===== src/rtl/pixel_seq_pkg.sv =====
// pixel_seq_pkg
//   Shared types and constants for the pixel array sequencer:
//   - seq_state_e : top-level frame sequencer states
//   - hs_state_e  : UART launch/done byte handshake states
//   - HDR_BYTE    : frame header byte
//   - frame_bytes : bytes per frame for a given channel count
// Optional feature macro: PIXEL_SEQ_CHECKSUM_EN (adds one trailing XOR byte).
package pixel_seq_pkg;

    typedef enum logic [3:0] {
        S_IDLE,
        S_RESET_IV,
        S_RECORDING,
        S_HOLD_IV,
        S_TX_HDR,
        S_ADC_REQ,
        S_ADC_WAIT,
        S_TX_LO,
        S_TX_HI,
        S_TX_CSUM,
        S_TX_END,
        S_GAP
    } seq_state_e;

    typedef enum logic [1:0] {
        H_IDLE,
        H_SETUP,
        H_LAUNCH,
        H_RELEASE
    } hs_state_e;

    localparam logic [7:0] HDR_BYTE = 8'hA5;

    // Header (A5 + seq) plus lo/hi per channel, plus the checksum when enabled.
    function automatic int unsigned frame_bytes(input int unsigned ch_count);
`ifdef PIXEL_SEQ_CHECKSUM_EN
        return 3 + 2 * ch_count;
`else
        return 2 + 2 * ch_count;
`endif
    endfunction

endpackage


===== src/rtl/seq_tx_handshake.sv =====
// seq_tx_handshake
//   Single-byte launch/done handshake toward the UART transmitter.
//   A one-cycle req_i pulse loads data_i; the byte is presented on tx_data_o
//   for a cycle before tx_launch_n_o drops, launch stays low until tx_done_i
//   rises, then released; once tx_done_i falls again a one-cycle ack_o pulse
//   tells the sequencer the byte is finished. tx_data_o holds the byte until
//   the next request.
// Ports:
//   clk_in, reset      clock, async active-low reset
//   req_i, data_i      byte request pulse and byte value (from sequencer)
//   ack_o              byte complete pulse (to sequencer)
//   tx_launch_n_o      UART launch, active low
//   tx_data_o          UART byte
//   tx_done_i          UART byte complete
module seq_tx_handshake
    import pixel_seq_pkg::*;
(
    input  logic       clk_in,
    input  logic       reset,
    input  logic       req_i,
    input  logic [7:0] data_i,
    output logic       ack_o,
    output logic       tx_launch_n_o,
    output logic [7:0] tx_data_o,
    input  logic       tx_done_i
);

    hs_state_e  state_q;
    logic       ack_q;
    logic       launch_n_q;
    logic [7:0] data_q;

    always_ff @(posedge clk_in or negedge reset) begin
        if (!reset) begin
            state_q    <= H_IDLE;
            ack_q      <= 1'b0;
            launch_n_q <= 1'b1;
            data_q     <= '0;
        end else begin
            ack_q <= 1'b0;
            case (state_q)
                H_IDLE: begin
                    if (req_i) begin
                        data_q  <= data_i;
                        state_q <= H_SETUP;
                    end
                end
                // Data has been on the pins for a cycle before launch drops.
                H_SETUP: begin
                    launch_n_q <= 1'b0;
                    state_q    <= H_LAUNCH;
                end
                H_LAUNCH: begin
                    if (tx_done_i) begin
                        launch_n_q <= 1'b1;
                        state_q    <= H_RELEASE;
                    end
                end
                H_RELEASE: begin
                    if (!tx_done_i) begin
                        ack_q   <= 1'b1;
                        state_q <= H_IDLE;
                    end
                end
                default: state_q <= H_IDLE;
            endcase
        end
    end

    assign ack_o         = ack_q;
    assign tx_launch_n_o = launch_n_q;
    assign tx_data_o     = data_q;

endmodule


===== src/rtl/pixel_array_sequencer.sv =====
// pixel_array_sequencer
//   Runs reset / integrate / hold on the shared integrator bank, then
//   digitises CH_COUNT channels through the ADC driver start/CS handshake and
//   streams each frame out as bytes: A5, seq, {lo, hi} per channel
//   (plus an XOR checksum byte when PIXEL_SEQ_CHECKSUM_EN is defined).
//   Single-shot on a start_n falling edge, or back-to-back with `continuous`.
// Ports:
//   clk_in, reset            clock, async active-low reset
//   start_n                  async start button, active low
//   continuous, t_frame_sel  auto re-arm, long/short integration select
//   reset_iv_n, hold_iv_n    integrator controls, active low
//   d_out                    pixel drive strobe
//   adc_ch, adc_start_n      ADC channel address, conversion request
//   adc_cs_n, adc_data       ADC busy (low = converting), result
//   tx_launch_n, tx_data     UART launch and byte
//   tx_done                  UART byte complete
//   busy, err_tmo            frame in progress, sticky ADC timeout
// Configuration macro: PIXEL_SEQ_CHECKSUM_EN.
module pixel_array_sequencer
    import pixel_seq_pkg::*;
#(
    parameter int CH_COUNT = 4,
    parameter int CNT_W    = 32,
    parameter int T_SHORT  = 5_000_000,
    parameter int T_LONG   = 50_000_000,
    parameter int T_GUARD  = 2000,
    parameter int ADC_TMO  = 256
) (
    input  logic        clk_in,
    input  logic        reset,
    input  logic        start_n,
    input  logic        continuous,
    input  logic        t_frame_sel,
    output logic        reset_iv_n,
    output logic        hold_iv_n,
    output logic        d_out,
    output logic [2:0]  adc_ch,
    output logic        adc_start_n,
    input  logic        adc_cs_n,
    input  logic [15:0] adc_data,
    output logic        tx_launch_n,
    output logic [7:0]  tx_data,
    input  logic        tx_done,
    output logic        busy,
    output logic        err_tmo
);

    localparam logic [CNT_W-1:0] GUARD_LAST = CNT_W'(T_GUARD - 1);
    localparam logic [CNT_W-1:0] SHORT_LAST = CNT_W'(T_SHORT - 1);
    localparam logic [CNT_W-1:0] LONG_LAST  = CNT_W'(T_LONG - 1);
    localparam logic [CNT_W-1:0] TMO_LAST   = CNT_W'(ADC_TMO - 1);
    localparam logic [2:0]       CH_LAST    = 3'(CH_COUNT - 1);
    localparam logic [4:0]       FRAME_LAST = 5'(frame_bytes(unsigned'(CH_COUNT)) - 1);

    // ---------------------------------------------------------------
    // start_n synchroniser and falling-edge detect
    // ---------------------------------------------------------------
    logic start_s1_q, start_s2_q, start_s3_q;
    logic start_fall;

    always_ff @(posedge clk_in or negedge reset) begin
        if (!reset) begin
            start_s1_q <= 1'b1;
            start_s2_q <= 1'b1;
            start_s3_q <= 1'b1;
        end else begin
            start_s1_q <= start_n;
            start_s2_q <= start_s1_q;
            start_s3_q <= start_s2_q;
        end
    end

    assign start_fall = start_s3_q & ~start_s2_q;

    // ---------------------------------------------------------------
    // Sequencer state
    // ---------------------------------------------------------------
    seq_state_e       state_q;
    logic [CNT_W-1:0] cnt_q;
    logic             t_long_q;
    logic [2:0]       ch_q;
    logic [7:0]       seq_q;
    logic [7:0]       sample_hi_q;
    logic             hdr_idx_q;
    logic [4:0]       byte_idx_q;
    logic             req_q;
    logic [7:0]       byte_q;
    logic             reset_iv_n_q, hold_iv_n_q, d_out_q, adc_start_n_q;
    logic             busy_q, err_tmo_q;
`ifdef PIXEL_SEQ_CHECKSUM_EN
    logic [7:0]       csum_q;
`endif

    logic             tx_ack;
    logic [CNT_W-1:0] t_int_last;
    logic             frame_go;

    assign t_int_last = t_long_q ? LONG_LAST : SHORT_LAST;

    // A frame begins either from a button edge in IDLE or at the end of the
    // inter-frame gap in continuous mode; both paths share the same entry.
    assign frame_go = ((state_q == S_IDLE) && start_fall) ||
                      ((state_q == S_GAP) && (cnt_q == GUARD_LAST));

    always_ff @(posedge clk_in or negedge reset) begin
        if (!reset) begin
            state_q       <= S_IDLE;
            cnt_q         <= '0;
            t_long_q      <= 1'b0;
            ch_q          <= '0;
            seq_q         <= '0;
            sample_hi_q   <= '0;
            hdr_idx_q     <= 1'b0;
            byte_idx_q    <= '0;
            req_q         <= 1'b0;
            byte_q        <= '0;
            reset_iv_n_q  <= 1'b1;
            hold_iv_n_q   <= 1'b1;
            d_out_q       <= 1'b0;
            adc_start_n_q <= 1'b1;
            busy_q        <= 1'b0;
            err_tmo_q     <= 1'b0;
`ifdef PIXEL_SEQ_CHECKSUM_EN
            csum_q        <= '0;
`endif
        end else begin
            req_q <= 1'b0;

            if (tx_ack) begin
                byte_idx_q <= byte_idx_q + 5'd1;
`ifdef PIXEL_SEQ_CHECKSUM_EN
                // byte_q still holds the byte that just completed.
                csum_q     <= csum_q ^ byte_q;
`endif
            end

            case (state_q)
                S_IDLE: ;

                S_RESET_IV: begin
                    if (cnt_q == GUARD_LAST) begin
                        state_q      <= S_RECORDING;
                        cnt_q        <= '0;
                        reset_iv_n_q <= 1'b1;
                        d_out_q      <= 1'b0;
                    end else begin
                        cnt_q <= cnt_q + 1'b1;
                    end
                end

                S_RECORDING: begin
                    if (cnt_q == t_int_last) begin
                        state_q     <= S_HOLD_IV;
                        cnt_q       <= '0;
                        hold_iv_n_q <= 1'b0;
                        d_out_q     <= 1'b1;
                    end else begin
                        cnt_q <= cnt_q + 1'b1;
                    end
                end

                S_HOLD_IV: begin
                    if (cnt_q == GUARD_LAST) begin
                        state_q   <= S_TX_HDR;
                        cnt_q     <= '0;
                        d_out_q   <= 1'b0;
                        hdr_idx_q <= 1'b0;
                        req_q     <= 1'b1;
                        byte_q    <= HDR_BYTE;
                    end else begin
                        cnt_q <= cnt_q + 1'b1;
                    end
                end

                S_TX_HDR: begin
                    if (tx_ack) begin
                        if (!hdr_idx_q) begin
                            hdr_idx_q <= 1'b1;
                            req_q     <= 1'b1;
                            byte_q    <= seq_q;
                        end else begin
                            state_q       <= S_ADC_REQ;
                            ch_q          <= '0;
                            cnt_q         <= '0;
                            adc_start_n_q <= 1'b0;
                        end
                    end
                end

                // Request held until the driver shows busy, or the timeout
                // substitutes an all-ones sample and the frame carries on.
                S_ADC_REQ: begin
                    if (!adc_cs_n) begin
                        adc_start_n_q <= 1'b1;
                        state_q       <= S_ADC_WAIT;
                    end else if (cnt_q == TMO_LAST) begin
                        adc_start_n_q <= 1'b1;
                        err_tmo_q     <= 1'b1;
                        sample_hi_q   <= 8'hFF;
                        req_q         <= 1'b1;
                        byte_q        <= 8'hFF;
                        state_q       <= S_TX_LO;
                        if (ch_q == CH_LAST) hold_iv_n_q <= 1'b1;
                    end else begin
                        cnt_q <= cnt_q + 1'b1;
                    end
                end

                S_ADC_WAIT: begin
                    if (adc_cs_n) begin
                        sample_hi_q <= adc_data[15:8];
                        req_q       <= 1'b1;
                        byte_q      <= adc_data[7:0];
                        state_q     <= S_TX_LO;
                        if (ch_q == CH_LAST) hold_iv_n_q <= 1'b1;
                    end
                end

                S_TX_LO: begin
                    if (tx_ack) begin
                        req_q   <= 1'b1;
                        byte_q  <= sample_hi_q;
                        state_q <= S_TX_HI;
                    end
                end

                S_TX_HI: begin
                    if (tx_ack) begin
                        if (byte_idx_q == FRAME_LAST) begin
                            state_q <= S_TX_END;
`ifdef PIXEL_SEQ_CHECKSUM_EN
                        end else if (ch_q == CH_LAST) begin
                            req_q   <= 1'b1;
                            byte_q  <= csum_q ^ byte_q;
                            state_q <= S_TX_CSUM;
`endif
                        end else begin
                            ch_q          <= ch_q + 3'd1;
                            cnt_q         <= '0;
                            adc_start_n_q <= 1'b0;
                            state_q       <= S_ADC_REQ;
                        end
                    end
                end

                S_TX_CSUM: begin
                    if (tx_ack) state_q <= S_TX_END;
                end

                S_TX_END: begin
                    seq_q <= seq_q + 8'd1;
                    cnt_q <= '0;
                    if (continuous) begin
                        state_q <= S_GAP;
                    end else begin
                        state_q <= S_IDLE;
                        busy_q  <= 1'b0;
                    end
                end

                S_GAP: cnt_q <= cnt_q + 1'b1;

                default: state_q <= S_IDLE;
            endcase

            // Frame entry overrides the per-state updates above.
            if (frame_go) begin
                state_q      <= S_RESET_IV;
                cnt_q        <= '0;
                t_long_q     <= t_frame_sel;
                byte_idx_q   <= '0;
                reset_iv_n_q <= 1'b0;
                d_out_q      <= 1'b1;
                busy_q       <= 1'b1;
                err_tmo_q    <= 1'b0;
`ifdef PIXEL_SEQ_CHECKSUM_EN
                csum_q       <= '0;
`endif
            end
        end
    end

    seq_tx_handshake u_tx (
        .clk_in        (clk_in),
        .reset         (reset),
        .req_i         (req_q),
        .data_i        (byte_q),
        .ack_o         (tx_ack),
        .tx_launch_n_o (tx_launch_n),
        .tx_data_o     (tx_data),
        .tx_done_i     (tx_done)
    );

    assign reset_iv_n  = reset_iv_n_q;
    assign hold_iv_n   = hold_iv_n_q;
    assign d_out       = d_out_q;
    assign adc_ch      = ch_q;
    assign adc_start_n = adc_start_n_q;
    assign busy        = busy_q;
    assign err_tmo     = err_tmo_q;

endmodule


===== config.mk =====
export PLATFORM = sky130hd
export DESIGN_NAME = pixel_array_sequencer
export DESIGN_NICKNAME = d
export VERILOG_FILES = /design/src/rtl/pixel_seq_pkg.sv /design/src/rtl/seq_tx_handshake.sv /design/src/rtl/pixel_array_sequencer.sv
export SDC_FILE = /design/constraint.sdc
export NUM_CORES = 1
export LEC_CHECK = 0
export ABC_AREA = 1
export CAP_MARGIN = 40
export CORE_MARGIN = 2
export CORE_UTILIZATION = 47
export CTS_CLUSTER_DIAMETER = 80
export CTS_CLUSTER_SIZE = 8
export DETAILED_ROUTE_END_ITERATION = 8
export DONT_BUFFER_PORTS = 1
export GPL_TIMING_DRIVEN = 0
export PLACE_DENSITY = 0.68
export SETUP_SLACK_MARGIN = 0.5
export SLEW_MARGIN = 0
export SYNTH_ARGS = -nofsm -noshare
export SYNTH_HDL_FRONTEND = slang
export SYNTH_SLANG_ARGS = --single-unit

===== constraint.sdc =====
create_clock -name clk_in -period 2.54 [get_ports clk_in]
set_input_delay 0.381 -clock clk_in [delete_from_list [all_inputs] [get_ports clk_in]]
set_output_delay 0.381 -clock clk_in [all_outputs]
set_load 0.05 [all_outputs]

### After elaboration in Yosys (flattened, before gate mapping)

Cells that the tools add are included.

* reductions and logical operators: 38
* multiplexer cells: 87
* bitwise gates (word level): 2
* equal/unequal tests: 50
* add/subtract/negate cells: 4

Operators by type and width (count)
* two-way mux 32 bit: 9
* case mux 32 bit (7 select lines): 1
* two-way mux 8 bit: 8
* two-way mux 4 bit: 14
* case mux 4 bit (11 select lines): 1
* case mux 8 bit (5 select lines): 1
* two-way mux 1 bit: 34
* adder 32 x 1 -> 32 bit, second input constant: 1
* == test 32 x 11 -> 1 bit, second input constant: 1
* == test 32 x 26 -> 1 bit: 1
* == test 32 x 8 -> 1 bit, second input constant: 1
* inequality test 3 bit, second input constant: 9
* two-way mux 26 bit: 1
* inequality test 2 bit, second input constant: 11
* nonzero test 2 bit: 11
* == test 4 x 3 -> 1 bit, second input constant: 4
* == test 4 bit, second input constant: 4
* case mux 8 bit (2 select lines): 1
* two-way mux 3 bit: 4
* inequality test 3 x 2 -> 1 bit, second input constant: 4
* AND reduction 3 bit: 4
* AND reduction 11 bit: 1
* two-way mux 5 bit: 2
* inequality test 2 x 1 -> 1 bit, second input constant: 5
* other kinds (33): 48

* bits in registers: 92
* bits of input ports: 23

### Logic depth before layout (Yosys ltp)

Gate-level depths: netlist (run 1).

* word-level depth: 6
* gate-level depth with buffers: 16
* depth with buffers taken out: 13

### Cells and area by module

Synthesis (run 1) repeated with hierarchy kept, for this count alone.

* cell total of the unflattened synthesis: 882
* area total of the unflattened synthesis: 6098.3 um^2

Modules (own cells, without submodules)
* pixel_array_sequencer: area each 5490.3 um^2, cells each 813, times used 1
* seq_tx_handshake: area each 608.1 um^2, cells each 69, times used 1

### Worst setup path before layout (run 1)

OpenSTA, ideal clock, no wires.

* path type: flip-flop to flip-flop
* start: register cnt_q[0]
* end: register cnt_q[16]
* path slack: 706 ps
* period minus slack after synthesis: 1834 ps
* required time: 2423 ps
* stages on the path, launching flop included: 16
* buffers on the path: 2
* arrival time: 1716 ps
* setup time: 117 ps
* cells stage by stage: dfrtp_1 ha_1 nand3_2 inv_2 nand2_1 nor2_1 nand2_1 nand2_2 nand2_2 nand2_2 nand2_4 inv_2 buf_6 buf_6 nand2_1 nand2_1

* word-level cells in the longest chain between the ends: 5
* elaborated cells on any way between the ends: 20
* classes of those cells: add/sub: 1; eq/ne: 9; mux: 6; reduce/logical: 4

Ends and longest elaborated chain
* from (decl): line pixel_array_sequencer.sv:79 `logic [CNT_W-1:0] cnt_q;`
* from (signal assigned): line pixel_array_sequencer.sv:147 `cnt_q <= cnt_q + 1'b1;`
* from (signal assigned): line pixel_array_sequencer.sv:158 `cnt_q <= cnt_q + 1'b1;`
* from (signal assigned): line pixel_array_sequencer.sv:171 `cnt_q <= cnt_q + 1'b1;`
* adder 32 x 1 -> 32 bit / == test 32 x 11 -> 1 bit (equally long branches)
* two-way mux 32 bit / logical AND 1 bit (equally long branches): line pixel_array_sequencer.sv:196, pixel_array_sequencer.sv:103
* two-way mux 32 bit / logical OR 1 bit (equally long branches): line pixel_array_sequencer.sv:193, pixel_array_sequencer.sv:102
* case mux 32 bit (7 select lines), or another cell as far along: line pixel_array_sequencer.sv:137 `case (state_q)`
* two-way mux 32 bit / AND reduction 7 bit (equally long branches)

Several ways; a longest one is shown, not always the timed one. The select of a mux whose other input is x is not followed.
A chain may end at the register's enable or synchronous reset.

### Worst setup path in the final report (run 1)

* start: register cnt_q[23]
* end: register cnt_q[20]

* word-level cells in the longest chain between the ends: 5
* elaborated cells on any way between the ends: 17
* classes of those cells: eq/ne: 9; mux: 4; reduce/logical: 4

Ends and longest elaborated chain
* == test 32 x 11 -> 1 bit: line pixel_array_sequencer.sv:103, pixel_array_sequencer.sv:141, pixel_array_sequencer.sv:163
* logical AND 1 bit: line pixel_array_sequencer.sv:103 `((state_q == S_GAP) && (cnt_q == GUARD_LAST));`
* logical OR 1 bit: line pixel_array_sequencer.sv:102 `assign frame_go = ((state_q == S_IDLE) && start_fall) ||`
* nonzero test 8 bit (no line), or another cell as far along
* AND reduction 7 bit (no line)

Several ways; a longest one is shown, not always the timed one.

==> flow_summary.ini, run 1 <==
[worst_setup_path]
start_kind = flop
cpPeakStageDelay_ns = 0.37
cp_num_buf_inv = 5
endpoint_kind = flop
cp_top_family = simple AND/OR/NAND/NOR gates
reg2reg_depth = 15
critical_path_arrival_ns = 2.26
cp.required_ns = 2.79
crit_chain = buf_6, inv_1, nand2_1, nor2_2, nand2_2, nor2_4, nand2_4, nand2_4, nand2_4, nand2_8, inv_2, buf_8, clkbuf_16, nand2_1, nand2_1
worstSetupPathType = flop to flop
worst-path-stages = 15
slowest_stage = dfrtp_1
rrSetupSlack_ns = 0.53
critPathMaxFanout = 8

[floorplanning]
die_area_sq_mm = 0.01304
pin_count = 41
row_count = 40
initial_core_util_pct = 47.91
die_h_um = 114.2
die_w_um = 114.2
core_sq_mm = 0.01191

[final_layout]
drive_gt1_share_pct = 21.05
diodes = 0
fin_nets = 870
synthToLayoutAreaGrowth_pct = 18.35

[route]
m1WireLength_um = 6847
routed-wl-met2_um = 8220
wl_per_cell_um = 16.66
top_layer_used = met4
wl_met3_um = 840
vias = 5393
viasPerCell = 5.459
first_pass_iters = 5
drt_iter0_drc = 377
ant_nets = 0
drc = 0
wirelength_um = 16460

[synth]
synth-simple-area-share_pct = 35.98
avgSynthCellArea_sq_um = 7.178
synthFlopType = dfrtp_1
synthTopCellsByCount = nand2_1 (231), nor2_1 (110), dfrtp_1 (85)
synth_area_leaders = dfrtp_1 (37%), nand2_1 (15%), nor2_1 (7.2%)
yosys_warnings = 0
yosysSeqAreaShare_pct = 40.50
synthAdderAreaFrac_pct = 2.412
synthCells = 795
syn_area_sq_mm = 0.005707
synth.ff_latch_count = 92
synth_top_area_share_pct = 37.27
synth_top_area_cell = dfrtp_1
yosysUniqueCellTypes = 44
ys_async_sr_fraction_pct = 100.0
synth.most_common_cell = nand2_1
syn_nets = 829
synth_xor_area_share_pct = 3.683
muxShareOfSynthArea_pct = 1.754
synth_edf_count = 0
synth_top_family_by_area = simple AND/OR/NAND/NOR gates
synth_compound_area_share_pct = 8.003

[sta]
fin_worst_skew_ns = 0.01096
period_share_pct = 79.05
drv_slew = 0
hold-worst-slack_ns = -0.2869
fin_setup_tns_ns = 0
fmax_ghz = 0.4980
relSlewSlack_pct = 65.05
worst_pin_slew_ns = 0.5242
min_period_ns = 2.008
grt_setup_unrepaired = true
hold_viol = 92
finalSetupViolations = 0

[grt]
grt_max_degree = 93
grt_pass1_vias = 5214
antenna_found_initial = 0
grt_pass1_wl_um = 25940
grt_overflow = 0
grtUsageTotal_pct = 25.59

[clocking]
clk-insertion-delay-late_ns = 0.35
clkTransAtPathRegs_ns = 0.07
htreeDepth = 3
cts.sinks = 92
cts_root_buffer = clkbuf_16
cts_tree = yes
clock_path_buffers = 2
numCtsBuffers = 9

[power]
power.density_mw_per_mm2 = 969.4
power_leakage_nw = 3.365
vdd_drop_max_mv = 0.4711

[outcome]
status = complete, but fails checks
violations = hold timing

[job]
drv_cap = 0

[place]
dp_hpwl_um = 11810
gp_congestion = 0.9413
port-buffer-count = 0

[hold_path]
hp-class = input pin to async pin
==> registers in the layout (all words and copies together) (netlist names), 2 cells and up <==
name / flops
adc_ch: 3
byte_idx_q: 5
byte_q: 8
cnt_q: 32
sample_hi_q: 8
seq_q: 8
state_q: 4
u_tx.state_q: 2
u_tx.tx_data_o: 8
==> area by class of cell <==
| type | instances | area [sq um] |
|---|---|---|
| multi-input combinational | 599 | 3191 |
| tap | 147 | 183.9 |
| clock buffer | 10 | 229.0 |
| clock inverter | 6 | 73.82 |
| buffer | 21 | 168.9 |
| timing repair buffer | 30 | 255.2 |
| sequential | 92 | 2331 |
| inverter | 83 | 321.6 |
| fill | 1138 | 5157 |
==> worst reg2reg max path, delay by kind of cell, from the launching register on <==
| kind | cells | cell delay, ns |
|---|---|---|
| AND/OR/NAND/NOR | 10 | 1.01 |
| buffers and inverters | 5 | 0.53 |
| flip-flops | 1 | 0.37 |
==> metrics by stage <==
| step | utilization (%) | setup WS, ns | power (W) | instances | instance area, sq um |
|---|---|---|---|---|---|
| after floorplan | - | 0.7062 | 0.003917 | 795 | 5707 |
| after global placement | 49.45 | 0.1608 | 0.004529 | 942 | 5891 |
| after detailed placement | 49.45 | 0.1510 | 0.004598 | 942 | 5891 |
| after CTS | 52.92 | 0.5004 | 0.006126 | 963 | 6304 |
| after global routing | 56.70 | 0.4581 | 0.006950 | 988 | 6754 |
| final | 56.70 | 0.5321 | 0.006547 | 988 | 6754 |
==> power breakdown <==
part,total [W],internal (W),switching [W]
Combinational,0.00285,0.00109,0.00175
Clock,0.00140,0.000776,0.000624
Sequential,0.00230,0.00180,0.000503
Total,0.00655,0.00367,0.00288
==> path summary, 6_finish.rpt <==
kind,startpoint,to
hold / removal,reset,byte_q[5]
min in group clk_in,start_n,start_s1_q
max in group asynchronous,reset,adc_start_n
setup / recovery,cnt_q[23],cnt_q[20]
hold reg to reg,start_s1_q,start_s2_q
setup reg to reg,cnt_q[23],cnt_q[20]
==> cell usage in the layout (no fill, tap or decap), types with 3 or more instances in the layout <==
| cell type | Yosys | routed |
|---|---|---|
| a21oi_1 | 17 | 16 |
| a221oi_1 | 5 | 5 |
| a31oi_1 | 5 | 5 |
| buf_2 | 14 | 8 |
| buf_4 | 2 | 31 |
| buf_6 | 2 | 4 |
| clkbuf_16 | 0 | 10 |
| clkbuf_4 | 0 | 3 |
| dfrtp_1 | 85 | 69 |
| dfrtp_2 | 0 | 16 |
| dfstp_2 | 7 | 7 |
| ha_1 | 11 | 10 |
| inv_1 | 75 | 68 |
| inv_2 | 6 | 12 |
| mux2_2 | 8 | 8 |
| nand2_1 | 231 | 219 |
| nand2_2 | 9 | 12 |
| nand2_4 | 1 | 9 |
| nand3_1 | 65 | 63 |
| nand3b_1 | 4 | 4 |
| nand4_1 | 14 | 14 |
| nor2_1 | 110 | 89 |
| nor2_2 | 6 | 16 |
| nor2_4 | 5 | 16 |
| nor3_1 | 20 | 20 |
| o21ai_0 | 38 | 38 |
| or2_2 | 3 | 3 |
| xnor2_1 | 3 | 3 |
| xor2_1 | 21 | 21 |
==> per-layer routing <==
layer,track usage [%],vias up
met4,12.28,0
met2,44.05,168
li1,-,2643
met1,31.73,2545
met5,0,-
met3,3.441,37
==> kinds of logic (layout without fill, tap and decap cells) <==
family | after synthesis | count (layout)
flops | 92 | 92
simple gates | 475 | 475
xor+xnor | 24 | 24
mux | 9 | 9
compound gates | 80 | 80
fa+ha+maj | 11 | 11
buf+inv | 104 | 150
==> what timing repair did <==
action	4_1_cts	5_1_grt
gates cloned	0	1
resized for setup	24	86
endpoints found under the hold margin	92	92
pin swaps	6	17
buffers inserted	5	24
endpoints found under the setup margin	66	59
Note: power is estimated with default switching activity, not from simulation.
==> run 2: changes to the inputs <==
==> constraint.sdc (replaced) <==
create_clock -name clk_in -period 1.99 [get_ports clk_in]
set_input_delay 0.2985 -clock clk_in [delete_from_list [all_inputs] [get_ports clk_in]]
set_output_delay 0.2985 -clock clk_in [all_outputs]
set_load 0.05 [all_outputs]
==> run 2 against run 1 <==
The run still ends with hold timing left. Cell count grew 6.7%. Non-clock buffer count grew 66. Critical path depth shrank 3. Register-to-register slack lost 0.48 ns. Clock skew shrank 0.00070 ns. Utilization grew 10 points. Combinational power grew 89%. Maximum frequency grew 3.6%. Clock power grew 22%. Global-route usage grew 2.3 points. Worst setup slack lost 0.48 ns. Critical path type unchanged. Critical endpoint is now cnt_q[1]. Highest routed layer unchanged.
==> flow_summary.ini, run 2 (synthesis gave the netlist of run 1 again) <==
[outcome]
status = complete, but fails checks
violations = hold timing

[worst_setup_path]
timing.rr.start = state_q[2]
reg2reg_depth = 12
cp.required_ns = 2.28
critical_path_arrival_ns = 2.23
start_kind = flop
rrSetupSlack_ns = 0.05
rr_endpoint = cnt_q[1]
endpoint_kind = flop
worstSetupPathType = flop to flop
critPathMaxFanout = 5

[final_layout]
fin_nets = 936
final_util_pct = 67.06
mostFrequentLayoutCells = nand2_1 (180), buf_4 (74), nor2_1 (71), dfrtp_1 (68), inv_1 (65)
drive_gt1_share_pct = 38.70
diodes = 0
final_common_cell = nand2_1
synthToLayoutAreaGrowth_pct = 39.97
largest_reg_flops = 32
largest_register = cnt_q
design_area_sq_mm = 0.007988

[route]
drc = 0
vias = 5930
drt_iter0_drc = 335
wl_per_cell_um = 17.46
first_pass_iters = 6
viasPerCell = 5.626
wirelength_um = 18400
ant_nets = 0

[floorplanning]
pin_count = 41
die_w_um = 114.2
die_h_um = 114.2
row_count = 40
initial_core_util_pct = 47.91
core_sq_mm = 0.01191
die_area_sq_mm = 0.01304

[sta]
min_period_ns = 1.939
period_share_pct = 97.43
grt_setup_unrepaired = true
relSlewSlack_pct = 42.11
hold-worst-slack_ns = -0.3748
fmax_ghz = 0.5158
hold_viol = 92
finalWorstSetupSlack_ns = 0.05108
finalSetupViolations = 0
drv_slew = 0
worst_pin_slew_ns = 0.8683
fin_worst_skew_ns = 0.01026

[clocking]
postCtsHoldBufs = 1
clk-insertion-delay-late_ns = 0.36
clock_path_buffers = 2
cts.sinks = 92
numCtsBuffers = 9
cts_root_buffer = clkbuf_16
cts_tree = yes
htreeDepth = 3
clkTransAtPathRegs_ns = 0.08

[hold_path]
hp-class = input pin to async pin

[power]
power_leakage_nw = 3.913
p_int_w = 0.005556
power.density_mw_per_mm2 = 1260
vdd_drop_max_mv = 0.7300
combPwrFrac_pct = 53.6
power_switching_w = 0.004511
clock_power_share_pct = 17.0
netSwitchingFraction_pct = 44.81
power_frac_seq_pct = 29.4

[place]
dp_hpwl_um = 11410
pre_cts_slack_ns = -0.2130
dpl_cell_area_sq_mm = 0.005954
port-buffer-count = 0
gp_congestion = 0.9358

[grt]
grt_max_degree = 93
grtUsageTotal_pct = 27.86
grt_overflow = 0
grt_pass1_vias = 5677
grt_pass1_wl_um = 28310
antenna_found_initial = 0

[job]
drv_cap = 0
## run 2: routing by layer
metal | global-route usage [%] | share of wire [%]
met4 | 15.45 | 4.7
met1 | 33.21 | 39
met3 | 3.970 | 5.5
met2 | 48.33 | 50
met5 | 0 | 0
## run 2: worst max-delay path by stage
| stage | slack [ns] | to | startpoint |
|---|---|---|---|
| after floorplan | 0.25 | cnt_q[25] | cnt_q[0] |
| after global placement | -0.20 | cnt_q[17] | cnt_q[27] |
| after detailed placement | -0.21 | cnt_q[14] | cnt_q[27] |
| after CTS | 0.13 | cnt_q[14] | state_q[0] |
| after global routing | -0.02 | cnt_q[4] | state_q[2] |
| final | 0.05 | cnt_q[1] | state_q[2] |
## run 2: cell type report
| cell class | count | area, sq um |
|---|---|---|
| plain buffers | 21 | 242.7 |
| fillers | 946 | 3924 |
| clock buffers | 11 | 242.7 |
| well taps | 147 | 183.9 |
| inverters | 83 | 337.8 |
| flip-flops and latches | 92 | 2332 |
| repair buffers | 96 | 874.6 |
| clock inverters | 5 | 42.54 |
| multi-input cells | 599 | 3731 |
## run 2: critical path, stage by stage (launching register included)
cell     delay, ns
dfrtp_2       0.45
inv_2         0.08
nor2_4        0.23
nand2_4       0.12
buf_6         0.14
nand4_1       0.08
nor2_2        0.06
nand3_2       0.13
nand2_8       0.09
nor2_4        0.18
buf_6         0.17
nand3_2       0.07
nand2_2       0.07
## run 2: power by group through the flow
stage | Combinational (W) | Sequential, W | Clock, W
2_1_floorplan | 0.00223 | 0.00288 | 0
4_1_cts | 0.00480 | 0.00294 | 0.00172
6_report | 0.00540 | 0.00296 | 0.00171
3_5_place_dp | 0.00299 | 0.00297 | 0
5_1_grt | 0.00573 | 0.00301 | 0.00180
3_3_place_gp | 0.00292 | 0.00295 | 0
## run 2: per-stage QoR
| step | setup TNS, ns | std cells | total power [W] | hold WS [ns] |
|---|---|---|---|---|
| 2_1_floorplan | 0 | 795 | 0.005114 | 0.002909 |
| 3_3_place_gp | -6.367 | 942 | 0.005870 | 0.004966 |
| 3_5_place_dp | -6.788 | 942 | 0.005957 | 0.004765 |
| 4_1_cts | 0 | 1036 | 0.009461 | -0.3748 |
| 5_1_grt | -0.2122 | 1054 | 0.01053 | -0.3790 |
| 6_report | 0 | 1054 | 0.01007 | -0.3748 |
## run 2: timing repair
item	in CTS	in global routing
gates resized for setup	195	96
pin swaps	49	23
hold endpoints to repair	93	92
setup endpoints to repair	82	73
cloned	6	0
setup buffers	71	18
